<file path="src/rtl/lbm_step_sequencer_pkg.sv">
// rtl/lbm_step_sequencer_pkg.sv - cell op encodings, run-controller states and state helpers
// State encoding widens to 4 bits when SINGLE_STEP_EN adds the PAUSE state.
package lbm_step_sequencer_pkg;

    localparam logic [1:0] OP_INIT    = 2'd0;
    localparam logic [1:0] OP_COLLIDE = 2'd1;
    localparam logic [1:0] OP_STREAM  = 2'd2;

`ifdef SINGLE_STEP_EN
    typedef enum logic [3:0] {
        ST_IDLE, ST_INIT, ST_INIT_DR, ST_COL, ST_COL_DR, ST_STR, ST_STR_DR, ST_DONE, ST_PAUSE
    } state_t;
`else
    typedef enum logic [2:0] {
        ST_IDLE, ST_INIT, ST_INIT_DR, ST_COL, ST_COL_DR, ST_STR, ST_STR_DR, ST_DONE
    } state_t;
`endif

    function automatic logic is_drain(input state_t s);
        return (s == ST_INIT_DR) || (s == ST_COL_DR) || (s == ST_STR_DR);
    endfunction

    function automatic state_t drain_of(input state_t s);
        case (s)
            ST_INIT: return ST_INIT_DR;
            ST_COL:  return ST_COL_DR;
            default: return ST_STR_DR;
        endcase
    endfunction

endpackage

</file>
<file path="src/rtl/lbm_step_sequencer_cell_scan_counter.sv">
// rtl/lbm_step_sequencer_cell_scan_counter.sv - raster x/y cell counter, wraps to (0,0) after the last cell
module cell_scan_counter #(
    parameter int GRID_W = 64,
    parameter int GRID_H = 32,
    parameter int X_W    = 6,
    parameter int Y_W    = 5
) (
    input  logic           clk,
    input  logic           rst_n,
    input  logic           clr,
    input  logic           adv,
    output logic [X_W-1:0] x,
    output logic [Y_W-1:0] y,
    output logic           last
);

    localparam logic [X_W-1:0] X_LAST = X_W'(GRID_W - 1);
    localparam logic [Y_W-1:0] Y_LAST = Y_W'(GRID_H - 1);

    logic [X_W-1:0] x_q, x_d;
    logic [Y_W-1:0] y_q, y_d;

    always_comb begin
        x_d = x_q;
        y_d = y_q;
        if (clr) begin
            x_d = '0;
            y_d = '0;
        end else if (adv) begin
            if (x_q == X_LAST) begin
                x_d = '0;
                y_d = (y_q == Y_LAST) ? '0 : y_q + 1'b1;
            end else begin
                x_d = x_q + 1'b1;
            end
        end
    end

    always_ff @(posedge clk) begin
        if (!rst_n) begin
            x_q <= '0;
            y_q <= '0;
        end else begin
            x_q <= x_d;
            y_q <= y_d;
        end
    end

    assign x    = x_q;
    assign y    = y_q;
    assign last = (x_q == X_LAST) && (y_q == Y_LAST);

endmodule

</file>
<file path="src/rtl/lbm_step_sequencer.sv">
// rtl/lbm_step_sequencer.sv - LBM run controller: INIT sweep, then n_steps COLLIDE/STREAM timesteps
// SINGLE_STEP_EN adds input step_req and a PAUSE state between timesteps.
module lbm_step_sequencer #(
    parameter int GRID_W    = 64,
    parameter int GRID_H    = 32,
    parameter int X_W       = 6,
    parameter int Y_W       = 5,
    parameter int STEP_W    = 16,
    parameter int DRAIN_MIN = 2
) (
    input  logic              clk,
    input  logic              rst_n,
    input  logic              start,
    input  logic              abort,
    input  logic [STEP_W-1:0] n_steps,
`ifdef SINGLE_STEP_EN
    input  logic              step_req,
`endif
    output logic              cell_valid,
    input  logic              cell_ready,
    output logic [X_W-1:0]    cell_x,
    output logic [Y_W-1:0]    cell_y,
    output logic [1:0]        cell_op,
    input  logic              dp_busy,
    output logic              bank_sel,
    output logic              busy,
    output logic              done,
    output logic              aborted,
    output logic [STEP_W-1:0] step_count
);

    import lbm_step_sequencer_pkg::*;

    localparam int DR_W = $clog2(DRAIN_MIN + 1) + 1;
    localparam logic [DR_W-1:0] DR_LAST = (DRAIN_MIN > 1) ? DR_W'(DRAIN_MIN - 1) : '0;

    state_t            state_q;
    logic              cell_valid_q, busy_q, done_q, aborted_q, bank_q;
    logic [1:0]        cell_op_q;
    logic [STEP_W-1:0] step_q, n_lat_q, step_inc;
    logic [DR_W-1:0]   drain_q;
    logic              fire, scan_last, scan_clr, drain_met, drain_exit;

    assign fire       = cell_valid_q & cell_ready;
    assign step_inc   = step_q + 1'b1;
    assign drain_met  = (drain_q >= DR_LAST);
    assign drain_exit = drain_met & ~dp_busy;
    // Every new run and every abort restarts the raster at (0,0); clr beats adv in the counter.
    assign scan_clr   = (state_q == ST_IDLE) ? start : abort;

    cell_scan_counter #(
        .GRID_W(GRID_W),
        .GRID_H(GRID_H),
        .X_W   (X_W),
        .Y_W   (Y_W)
    ) u_scan (
        .clk  (clk),
        .rst_n(rst_n),
        .clr  (scan_clr),
        .adv  (fire),
        .x    (cell_x),
        .y    (cell_y),
        .last (scan_last)
    );

    always_ff @(posedge clk) begin
        if (!rst_n) begin
            state_q      <= ST_IDLE;
            cell_valid_q <= 1'b0;
            cell_op_q    <= OP_INIT;
            busy_q       <= 1'b0;
            done_q       <= 1'b0;
            aborted_q    <= 1'b0;
            bank_q       <= 1'b0;
            step_q       <= '0;
            n_lat_q      <= '0;
            drain_q      <= '0;
        end else begin
            done_q <= 1'b0;
            if (is_drain(state_q) && !drain_met) begin
                drain_q <= drain_q + 1'b1;
            end
            if (state_q != ST_IDLE && abort) begin
                state_q      <= ST_IDLE;
                cell_valid_q <= 1'b0;
                busy_q       <= 1'b0;
                aborted_q    <= 1'b1;
            end else begin
                unique case (state_q)
                    ST_IDLE: begin
                        if (start) begin
                            state_q      <= ST_INIT;
                            cell_valid_q <= 1'b1;
                            cell_op_q    <= OP_INIT;
                            busy_q       <= 1'b1;
                            aborted_q    <= 1'b0;
                            bank_q       <= 1'b0;
                            step_q       <= '0;
                            n_lat_q      <= n_steps;
                        end
                    end
                    ST_INIT, ST_COL, ST_STR: begin
                        if (fire && scan_last) begin
                            state_q      <= drain_of(state_q);
                            cell_valid_q <= 1'b0;
                            drain_q      <= '0;
                        end
                    end
                    ST_INIT_DR: begin
                        if (drain_exit) begin
                            if (n_lat_q == '0) begin
                                state_q <= ST_DONE;
                                done_q  <= 1'b1;
                            end else begin
                                state_q      <= ST_COL;
                                cell_valid_q <= 1'b1;
                                cell_op_q    <= OP_COLLIDE;
                            end
                        end
                    end
                    ST_COL_DR: begin
                        if (drain_exit) begin
                            state_q      <= ST_STR;
                            cell_valid_q <= 1'b1;
                            cell_op_q    <= OP_STREAM;
                        end
                    end
                    ST_STR_DR: begin
                        if (drain_exit) begin
                            step_q <= step_inc;
                            bank_q <= ~bank_q;
                            if (step_inc == n_lat_q) begin
                                state_q <= ST_DONE;
                                done_q  <= 1'b1;
                            end else begin
`ifdef SINGLE_STEP_EN
                                state_q <= ST_PAUSE;
`else
                                state_q      <= ST_COL;
                                cell_valid_q <= 1'b1;
                                cell_op_q    <= OP_COLLIDE;
`endif
                            end
                        end
                    end
`ifdef SINGLE_STEP_EN
                    ST_PAUSE: begin
                        if (step_req) begin
                            state_q      <= ST_COL;
                            cell_valid_q <= 1'b1;
                            cell_op_q    <= OP_COLLIDE;
                        end
                    end
`endif
                    ST_DONE: begin
                        state_q <= ST_IDLE;
                        busy_q  <= 1'b0;
                    end
                    default: begin
                        state_q      <= ST_IDLE;
                        cell_valid_q <= 1'b0;
                        busy_q       <= 1'b0;
                    end
                endcase
            end
        end
    end

    assign cell_valid = cell_valid_q;
    assign cell_op    = cell_op_q;
    assign busy       = busy_q;
    assign done       = done_q;
    assign aborted    = aborted_q;
    assign bank_sel   = bank_q;
    assign step_count = step_q;

endmodule

</file>
<file path="config.mk">
export PLATFORM = sky130hd
export DESIGN_NAME = lbm_step_sequencer
export DESIGN_NICKNAME = d
export VERILOG_FILES = /design/src/rtl/lbm_step_sequencer_pkg.sv /design/src/rtl/lbm_step_sequencer_cell_scan_counter.sv /design/src/rtl/lbm_step_sequencer.sv
export SDC_FILE = /design/constraint.sdc
export NUM_CORES = 1
export LEC_CHECK = 0
export CORE_MARGIN = 5
export CORE_UTILIZATION = 40
export CTS_BUF_LIST = sky130_fd_sc_hd__clkbuf_2 sky130_fd_sc_hd__clkbuf_4 sky130_fd_sc_hd__clkbuf_8
export DETAILED_ROUTE_END_ITERATION = 6
export PLACE_DENSITY = 0.68
export SLEW_MARGIN = 15
export SYNTH_ARGS = -nofsm -noshare
export SYNTH_HDL_FRONTEND = slang
export SYNTH_SLANG_ARGS = --single-unit
</file>
<file path="constraint.sdc">
create_clock -name clk -period 7.3 [get_ports clk]
set_input_delay 1.825 -clock clk [delete_from_list [all_inputs] [get_ports clk]]
set_output_delay 1.825 -clock clk [all_outputs]
set_load 0.02 [all_outputs]
</file>
==> results.ini <==
[detailed_routing]
drt-total-wl_mm=8.33
vias=3045
via_per_inst=5.63
ant_nets=0
drt_iter0_drc=148
drt_pre_antenna_iters=5
drc=0
drt-wirelength-per-cell_um=15.4

[hold_path]
hold_class=flip-flop to flip-flop
hold_start=cell_op[1]
min_to=cell_op[1]
hold_depth=2

[floorplanning]
io_pins=56
core_um2=7730
dieArea_um2=9850
die_y_um=99.2
die-width_um=99.2
row_count=32
initial_core_util=0.412

[pwr]
power.leakage_nw=1.35
pwr-share-clk=0.374
pwr_density_cell_nw_per_um2=162
pwr-share-comb=0.113
seq_power_share=0.513
peakVddDrop_mv=0.0734
switching_share=0.237
p_int_mw=0.482
total_power_mw=0.631
p_sw_mw=0.149

[setup_path]
start_kind=input port
slowest_delay_ps=540
required_ps=7550
r2r_start=step_count[0]
rrSetupSlack_ps=4480
reg2reg_depth=8
crit_path_top_delay_cell=and2_1
critPathMaxFanout=19
crit_path_cell_trace=clkdlybuf4s50_1, and2_1, o22a_1, nand2_1, o41ai_1, and2_1
cp_data_arrival_time_ps=4170
worst-setup-path-type=input port to flip-flop
cp-end-kind=flip-flop
regToRegEndpoint=cell_valid
cp_common_cell=and2_1

[grt]
grt_pass1_wl_mm=13.7
grt_max_degree=44
antenna_found_initial=0
grt_pass1_vias=2861
global_route.usage.total=0.168
overflow=0

[cts]
cts_buffer_depth=2
ctsHoldBuffers=0
cts_tree=built
postCtsSetupBuffers=0
cts-resized-gates=0
clock_latency_ps=310
cts_buffers=5
htreeDepth=2
clk_pin_slew_worst_paths_ps=100
cts-root-buf=clkbuf_8
cts.sinks=56

[yosys]
ys_ff_latch=56
synthesis.nets=427
ys.warnings.count=0
synthesis.area_um2=3180
synthArstFlopShare=0
synth_area_per_cell_um2=7.98
synth_ff_type=dfxtp_1
synth_top_area_share=0.352
syn_inst=399
yosysUniqueCellTypes=60
ys_seq_area_frac=0.352
synth_edf_count=0
yosysTopAreaCell=dfxtp_1
synth.area.top_cells=dfxtp_1, nand2_1, a21boi_0

[sta]
fmax_mhz=255
rsz0062_at_grt=no
period_needed_ps=3910
worst_slack_ps=3390
finalCritPeriodShare=0.536
hold_viol=0
relSlewSlack=0.389
setup_viol=0
setup_tns_ps=0
fin_skew_ps=7.30
maxSlewViolCount=0
worst_pin_slew_ps=916

[status]
run_status=complete, no violations

[final_layout]
layout.nets=467
stdcell_area_um2=3900
final_layout_size_suffix_gt1_frac=0.0410
antenna_cells=0
area.growth.synth_to_final_pct=22.4
post-route-util=0.504

[placed_design]
gp_congestion=0.860
pre_cts_slack_ps=3060
placed_area_um2=3770
io_buffers=55
hpwl_mm=6.16

[flow_run]
max_cap_violations=0

[power by group through the flow]
| stage | Clock [mW] | Combinational, mW | Sequential, mW |
|---|---|---|---|
| 2_1_floorplan | 0 | 0.0453 | 0.329 |
| 3_3_place_gp | 0 | 0.0706 | 0.331 |
| 3_5_place_dp | 0 | 0.0718 | 0.331 |
| 4_1_cts | 0.242 | 0.0720 | 0.324 |
| 5_1_grt | 0.255 | 0.0792 | 0.325 |
| 6_report | 0.236 | 0.0712 | 0.324 |
[worst max-delay path, delay by kind of cell]
family / cells / cell delay [ps]
compound gates: 2 / 850
buf+inv: 1 / 490
simple gates: 3 / 1000
[metrics by stage]
stage | instances | hold slack (ps)
final | 541 | 473
after global routing | 541 | 509
after CTS | 541 | 470
after detailed placement | 534 | 454
after global placement | 534 | 451
after floorplan | 399 | 468
[placed cells by master (no fill, tap or decap), types with 6 or more instances in the layout]
cell type | Yosys | routed
and3_1 | 6 | 6
ha_1 | 6 | 6
clkdlybuf4s50_1 | 0 | 55
nand4_1 | 8 | 8
a21oi_1 | 20 | 20
dfxtp_1 | 56 | 56
nor3_1 | 14 | 14
xor2_1 | 10 | 10
and2_1 | 7 | 7
o21ai_0 | 11 | 11
nor4_1 | 8 | 8
nand3_1 | 16 | 16
a21boi_0 | 20 | 20
nand3b_1 | 7 | 7
nand2_1 | 62 | 62
xnor2_1 | 15 | 15
nor2_1 | 36 | 36
nor2b_1 | 7 | 7
[how the worst max path moves through the flow]
stage                          endpoint  cells past startpoint  slack (ps)  startpoint
final                     step_count[5]                      6        3390       start
after global routing      step_count[9]                      6        3170       start
after CTS                 step_count[5]                      6        3380       start
after detailed placement  step_count[5]                      6        3060       start
after global placement    step_count[5]                      6        3110       start
after floorplan           step_count[5]                      7        4190       start
[final cells by class]
type	instances	area [µm²]
Inverter	4	15.0
Sequential cell	56	1120
Clock inverter	2	60.1
Fill cell	740	3830
Clock buffer	5	68.8
Multi-Input combinational cell	316	1950
Tap cell	102	128
Timing Repair Buffer	56	558
[registers in the layout (all words and copies together), names as in the netlist]
signal	flops
aborted	1
bank_sel	1
busy	1
cell_op	2
cell_valid	1
done	1
drain_q	3
n_lat_q	16
state_q	3
step_count	16
u_scan.x	6
u_scan.y	5
[synthesized netlist by cell type (all sizes together), types with 2 or more instances]
cell / n
a21boi: 22
a21oi: 20
a31oi: 2
and2: 7
and3: 6
and4: 3
buf: 10
clkbuf: 13
dfxtp: 56
ha: 6
inv: 4
mux2i: 2
nand2: 62
nand2b: 3
nand3: 18
nand3b: 7
nand4: 8
nor2: 37
nor2b: 7
nor3: 14
nor3b: 3
nor4: 9
nor4b: 2
o2111a: 2
o2111ai: 2
o211a: 2
o211ai: 4
o21a: 5
o21ai: 15
o41ai: 2
or2: 2
or4: 4
xnor2: 15
xor2: 10
[layer usage]
metal  up-vias  GRT usage  part of all wire
met5         -          0                 0
met4         0     0.0630             0.017
met3        14     0.0351             0.057
met2       107      0.271              0.47
met1      1417      0.222              0.45
li1       1507          -                 -
[logic make-up (layout without fill, tap and decap cells)]
group	Yosys count	count (layout)	synth area share
DFF	56	56	0.352
adders and majority gates	6	6	0.0236
xor gates and xnor gates	25	25	0.0688
buffers and inverters	27	67	0.0369
and+or+nand+nor	195	195	0.322
AOI/OAI and AO/OA	88	88	0.191
muxes	2	2	0.00629
(Power assumes the default switching activity.)
